===== src/rtl/boot_pkg.sv =====
// Shared definitions for the boot memory writer: target codes,
// FSM states and the width of one buffered write entry.
package boot_pkg;

  typedef enum logic [1:0] {
    TGT_RAM1 = 2'd0,
    TGT_RAM2 = 2'd1,
    TGT_RAM3 = 2'd2,
    TGT_MAIN = 2'd3
  } tgt_e;

  typedef enum logic [1:0] {
    LOAD  = 2'd0,
    DRAIN = 2'd1,
    DONE  = 2'd2
  } state_e;

  localparam int TGT_W  = 2;
  localparam int DATA_W = 32;

  function automatic int entry_w(input int addr_w);
    return TGT_W + addr_w + DATA_W;
  endfunction

endpackage


===== src/rtl/boot_wr_fifo.sv =====
// Synchronous write buffer with registered storage; a push into a
// full buffer still succeeds when the head is popped in the same cycle.
module boot_wr_fifo #(
  parameter int DEPTH = 4,
  parameter int WIDTH = 56
) (
  input  logic             i_clk,
  input  logic             i_rst,
  input  logic             i_push,
  input  logic             i_pop,
  input  logic [WIDTH-1:0] i_data,
  output logic [WIDTH-1:0] o_head,
  output logic             o_full,
  output logic             o_empty,
  output logic             o_push_ok
);

  localparam int PW = $clog2(DEPTH);

  logic [WIDTH-1:0] r_mem [DEPTH];
  logic [PW-1:0]    r_wr;
  logic [PW-1:0]    r_rd;
  logic [PW:0]      r_cnt;
  logic             w_pop;
  logic             w_push;

  assign o_empty   = (r_cnt == '0);
  assign o_full    = (r_cnt == (PW+1)'(DEPTH));
  assign w_pop     = i_pop && !o_empty;
  assign w_push    = i_push && (!o_full || w_pop);
  assign o_push_ok = w_push;
  assign o_head    = r_mem[r_rd];

  always_ff @(posedge i_clk) begin
    if (i_rst) begin
      r_wr  <= '0;
      r_rd  <= '0;
      r_cnt <= '0;
    end else begin
      if (w_push) r_wr <= r_wr + PW'(1);
      if (w_pop)  r_rd <= r_rd + PW'(1);
      case ({w_push, w_pop})
        2'b10:   r_cnt <= r_cnt + (PW+1)'(1);
        2'b01:   r_cnt <= r_cnt - (PW+1)'(1);
        default: r_cnt <= r_cnt;
      endcase
    end
  end

  // When full, r_wr equals r_rd: the slot being overwritten is the one popped.
  always_ff @(posedge i_clk) begin
    if (w_push) r_mem[r_wr] <= i_data;
  end

endmodule


===== src/rtl/boot_mem_writer.sv =====
// Converts loader init strobes into a buffered req/gnt write stream,
// tracks committed checksum/count and signals boot completion.
module boot_mem_writer #(
  parameter int FIFO_DEPTH = 4,
  parameter int ADDR_W     = 22,
  parameter int CNT_W      = 20
) (
  input  logic              sys_clk,
  input  logic              sys_rst,
  input  logic              loader_rdy,
  input  logic [ADDR_W-1:0] init_ram_addr,
  input  logic [31:0]       init_ram_data,
  input  logic              init_ram1_wr,
  input  logic              init_ram2_wr,
  input  logic              init_ram3_wr,
  input  logic              init_main_wr,
  output logic              mem_req,
  input  logic              mem_gnt,
  output logic [1:0]        mem_tgt,
  output logic [ADDR_W-1:0] mem_addr,
  output logic [31:0]       mem_wdata,
  output logic [3:0]        mem_be,
  output logic              boot_done,
  output logic [31:0]       boot_checksum,
  output logic [CNT_W-1:0]  boot_word_cnt,
  output logic              overflow_err,
  output logic              multi_sel_err
);

  import boot_pkg::*;

  localparam int ENTRY_W = entry_w(ADDR_W);

  state_e             r_state;
  state_e             w_state_nx;
  logic [31:0]        r_cksum;
  logic [CNT_W-1:0]   r_cnt;
  logic               r_ovf;
  logic               r_msel;

  logic [3:0]         w_stb;
  logic               w_any;
  logic               w_multi;
  tgt_e               w_tgt;
  logic               w_accept;
  logic               w_pop;
  logic               w_push_ok;
  logic               w_full;
  logic               w_empty;
  logic [ENTRY_W-1:0] w_head;

  assign w_stb    = {init_main_wr, init_ram3_wr, init_ram2_wr, init_ram1_wr};
  assign w_any    = |w_stb;
  assign w_multi  = (w_stb & (w_stb - 4'd1)) != 4'd0;
  assign w_accept = w_any && (r_state != DONE);
  assign w_pop    = !w_empty && mem_gnt;

  always_comb begin
    w_tgt = TGT_MAIN;
    priority case (1'b1)
      init_ram1_wr: w_tgt = TGT_RAM1;
      init_ram2_wr: w_tgt = TGT_RAM2;
      init_ram3_wr: w_tgt = TGT_RAM3;
      default:      w_tgt = TGT_MAIN;
    endcase
  end

  boot_wr_fifo #(
    .DEPTH (FIFO_DEPTH),
    .WIDTH (ENTRY_W)
  ) u_fifo (
    .i_clk     (sys_clk),
    .i_rst     (sys_rst),
    .i_push    (w_accept),
    .i_pop     (mem_gnt),
    .i_data    ({w_tgt, init_ram_addr, init_ram_data}),
    .o_head    (w_head),
    .o_full    (w_full),
    .o_empty   (w_empty),
    .o_push_ok (w_push_ok)
  );

  always_comb begin
    w_state_nx = r_state;
    unique case (r_state)
      LOAD:    if (loader_rdy) w_state_nx = DRAIN;
      DRAIN:   if (w_empty && !w_any && !w_pop) w_state_nx = DONE;
      DONE:    w_state_nx = DONE;
      default: w_state_nx = LOAD;
    endcase
  end

  always_ff @(posedge sys_clk) begin
    if (sys_rst) begin
      r_state <= LOAD;
      r_cksum <= '0;
      r_cnt   <= '0;
      r_ovf   <= 1'b0;
      r_msel  <= 1'b0;
    end else begin
      r_state <= w_state_nx;
      if (w_pop) begin
        r_cksum <= r_cksum + w_head[31:0];
        if (r_cnt != {CNT_W{1'b1}}) r_cnt <= r_cnt + CNT_W'(1);
      end
      // Strobes after DONE break the loader protocol and are dropped.
      if ((w_accept && !w_push_ok) || (w_any && r_state == DONE))
        r_ovf <= 1'b1;
      if (w_accept && w_multi) r_msel <= 1'b1;
    end
  end

  assign mem_req       = !w_empty;
  assign mem_tgt       = mem_req ? w_head[ENTRY_W-1 -: TGT_W] : 2'd0;
  assign mem_addr      = mem_req ? w_head[ADDR_W+31 -: ADDR_W] : '0;
  assign mem_wdata     = mem_req ? w_head[31:0] : 32'd0;
  assign mem_be        = mem_req ? 4'hF : 4'h0;
  assign boot_done     = (r_state == DONE);
  assign boot_checksum = r_cksum;
  assign boot_word_cnt = r_cnt;
  assign overflow_err  = r_ovf;
  assign multi_sel_err = r_msel;

  logic w_unused;
  assign w_unused = w_full;

endmodule


===== config.mk =====
export PLATFORM = sky130hd
export DESIGN_NAME = boot_mem_writer
export DESIGN_NICKNAME = d
export VERILOG_FILES = /design/src/rtl/boot_pkg.sv /design/src/rtl/boot_wr_fifo.sv /design/src/rtl/boot_mem_writer.sv
export SDC_FILE = /design/constraint.sdc
export NUM_CORES = 1
export LEC_CHECK = 0
export BUFFER_PORTS_ARGS = -buffer_cell sky130_fd_sc_hd__buf_2
export CAP_MARGIN = 5
export CORE_UTILIZATION = 45
export DETAILED_ROUTE_END_ITERATION = 7
export PLACE_DENSITY_LB_ADDON = 0.12
export SYNTH_ARGS = -nofsm -noshare
export SYNTH_HDL_FRONTEND = slang
export SYNTH_SLANG_ARGS = --single-unit

===== constraint.sdc =====
create_clock -name sys_clk -period 5.3 [get_ports sys_clk]
set_input_delay 1.06 -clock sys_clk [delete_from_list [all_inputs] [get_ports sys_clk]]
set_output_delay 1.06 -clock sys_clk [all_outputs]
set_load 0.1 [all_outputs]

==> flow_summary.json <==
{
  "run_status": "complete, no violations",
  "post-route-cell-area_sq_um": 15100,
  "synth_area_sq_um": 12800,
  "min_path_type": "reg2reg",
  "crit_family": "flip-flops",
  "fill_cells": 2367,
  "grt_usage_pct": 20.1,
  "ios": 178,
  "fin_nets": 1196,
  "crit_arrival_ps": 2850,
  "path_max_fanout": 33,
  "die_w_um": 170,
  "drive_gt1_share_pct": 27.8,
  "yosys_warnings": 0,
  "drt_wl_total_um": 28700,
  "synth_async_sr_flop_share_pct": 0,
  "clock_path_buffers": 3,
  "port_buffers": 177,
  "synth-edff-count": 224,
  "report.final.slew_viol_count": 0,
  "rows": 61,
  "start_util_pct": 45.8,
  "path_class": "reg2out",
  "stdcell_count": 1500,
  "ant_nets": 0,
  "setup-violations-final": 0,
  "cts_sinks": 289,
  "root_buffer": "clkbuf_16",
  "path_cells": "buf_4 -> mux4_2 -> and2_1 -> buf_2",
  "seq_area_frac_synth_pct": 62.9,
  "layout_commonest_cell": "edfxtp_1",
  "grt_pass1_wl_um": 44200,
  "dpl_cell_area_sq_um": 14100,
  "pre_cts_ws_ps": 1450,
  "synthCells": 903,
  "core_area_sq_um": 27900,
  "finalClockSkew_ps": 14.8,
  "place_congestion": 0.917,
  "synth_ff_type": "edfxtp_1",
  "yosys_register_bits": 289,
  "required_ps": 4240,
  "setup_ws_ps": 1390,
  "worstMarginPinSlew_ps": 902,
  "hold_viol_final": 0,
  "post-place-cells": 1438,
  "critPathCaptureType": "output pin",
  "grt.overflow.total": 0,
  "holdBufCountCts": 0,
  "clk_latency_ps": 570,
  "first_global_vias": 7978,
  "slew_headroom_pct": 39.9,
  "cts_buffers": 31,
  "drtPass1Iterations": 4,
  "max_stage_delay_ps": 810,
  "fp.dieArea_sq_um": 29000,
  "die_h_um": 170,
  "ys_types": 62,
  "fin_tns_setup_ps": 0,
  "grt_max_degree": 55,
  "antenna_found_initial": 6,
  "cts_setup_buffers": 0,
  "drt_iter0_markers": 367,
  "start_kind": "flip-flop",
  "htree_levels": 1,
  "cp_num_buf_inv": 2,
  "wire_per_inst_um": 19.1,
  "crit_path_top_delay_cell": "dfxtp_4",
  "clkSlewWorstSetupHoldPaths_ps": 60,
  "synthesis.nets": 1006,
  "viasPerCell": 5.30,
  "fmax_mhz": 256,
  "cts_tree": "done",
  "cap_viol_max_count": 0,
  "min_period_ps": 3910,
  "cts_resized": 0,
  "layout_common_cells": "edfxtp_1 (224), buf_2 (177), nand2_1 (67)",
  "syn_to_final_growth_pct": 18.1,
  "route.detailed.drc": 0,
  "syn_avg_cell_area_sq_um": 14.1,
  "via_count": 7951,
  "dp_hpwl_um": 19600,
  "timing.final.crit_share_pct": 73.8,
  "rsz0062_at_grt": "false"
}
[kinds of logic (layout without fill, tap and decap cells)]
logic type | Yosys count | count (layout) | synth area share (%)
mux | 61 | 61 | 10.3
buf+inv | 55 | 269 | 1.83
compound gates | 143 | 143 | 7.13
xor+xnor | 39 | 39 | 2.68
flops | 289 | 289 | 62.9
other cells | 0 | 5 | 0
simple gates | 274 | 274 | 10.9
fa+ha+maj | 42 | 42 | 4.22
[worst register-to-register path, stage by stage, from the launching register on]
cell and delay (ps):
dfxtp_4 810, mux4_2 620, ha_1 230, fa_1 410, a21oi_1 220, o21ai_0 130, a21oi_1 430, o211ai_1 260
a211oi_1 350, xor2_1 180, o21ai_0 80
[state kept, by name, summed over array words and instances, names as in the netlist, named ones only]
| register | count |
|---|---|
| boot_checksum | 32 |
| boot_word_cnt | 20 |
| multi_sel_err | 1 |
| overflow_err | 1 |
| r_state | 2 |
| u_fifo.r_cnt | 3 |
| u_fifo.r_mem | 224 |
| u_fifo.r_rd | 2 |
| u_fifo.r_wr | 2 |
[Yosys cell counts, types with 5 or more instances]
library cell / n / share of area [%]
mux4_2: 56 / 9.9
buf_2: 10 / 0.39
a21o_1: 16 / 0.94
xor2_1: 22 / 1.5
or3_1: 8 / 0.39
and2_1: 62 / 3.0
ha_1: 39 / 3.8
xnor2_1: 17 / 1.2
nand3b_1: 5 / 0.29
a31oi_1: 7 / 0.34
clkbuf_1: 19 / 0.56
dfxtp_1: 65 / 10
a211oi_1: 6 / 0.35
nor3_1: 9 / 0.35
inv_1: 18 / 0.53
nand2_1: 67 / 2.0
and3_1: 10 / 0.49
nor2_1: 61 / 1.8
o21ai_0: 27 / 1.1
edfxtp_1: 224 / 53
nand3_1: 24 / 0.94
nand4_1: 8 / 0.39
a21oi_1: 54 / 2.1
[layer usage]
| metal | vias to the layer above | global-route usage [%] | part of all wire, % |
|---|---|---|---|
| met3 | 42 | 4.86 | 5.2 |
| li1 | 3825 | - | - |
| met2 | 155 | 34.2 | 49 |
| met1 | 3923 | 25.8 | 44 |
| met5 | - | 0 | 0.15 |
| met4 | 6 | 4.90 | 1.8 |
[area by class of cell]
cell class / instances / area, sq um / share of cell area (%)
Inverter: 18 / 67.6 / 0.449
Tap cell: 378 / 473 / 3.14
Antenna cell: 5 / 12.5 / 0.0831
Clock inverter: 12 / 101 / 0.673
Sequential cell: 289 / 8030 / 53.3
Clock buffer: 45 / 858 / 5.70
Timing Repair Buffer: 194 / 1010 / 6.73
Multi-Input combinational cell: 559 / 4500 / 29.9
[worst paths after layout]
check	from	to	slack (ps)	cells past startpoint
worst min register to register	overflow_err$_SDFFE_PP0P_	overflow_err$_SDFFE_PP0P_	470	2
worst min-delay path	overflow_err$_SDFFE_PP0P_	overflow_err$_SDFFE_PP0P_	470	2
worst max register to register	flip-flop	boot_checksum[18]$_SDFFE_PP0P_	1470	10
worst max-delay path	flip-flop	mem_addr[16]	1390	4
[metrics by stage]
stage	util, %	hold slack [ps]
6_report	54.1	473
5_1_grt	54.0	499
4_1_cts	54.0	478
3_5_place_dp	50.6	464
3_3_place_gp	50.6	449
2_1_floorplan	-	485
Power is not shown: default switching activity piles up to over one toggle a cycle in this logic, so the estimate is an artifact.
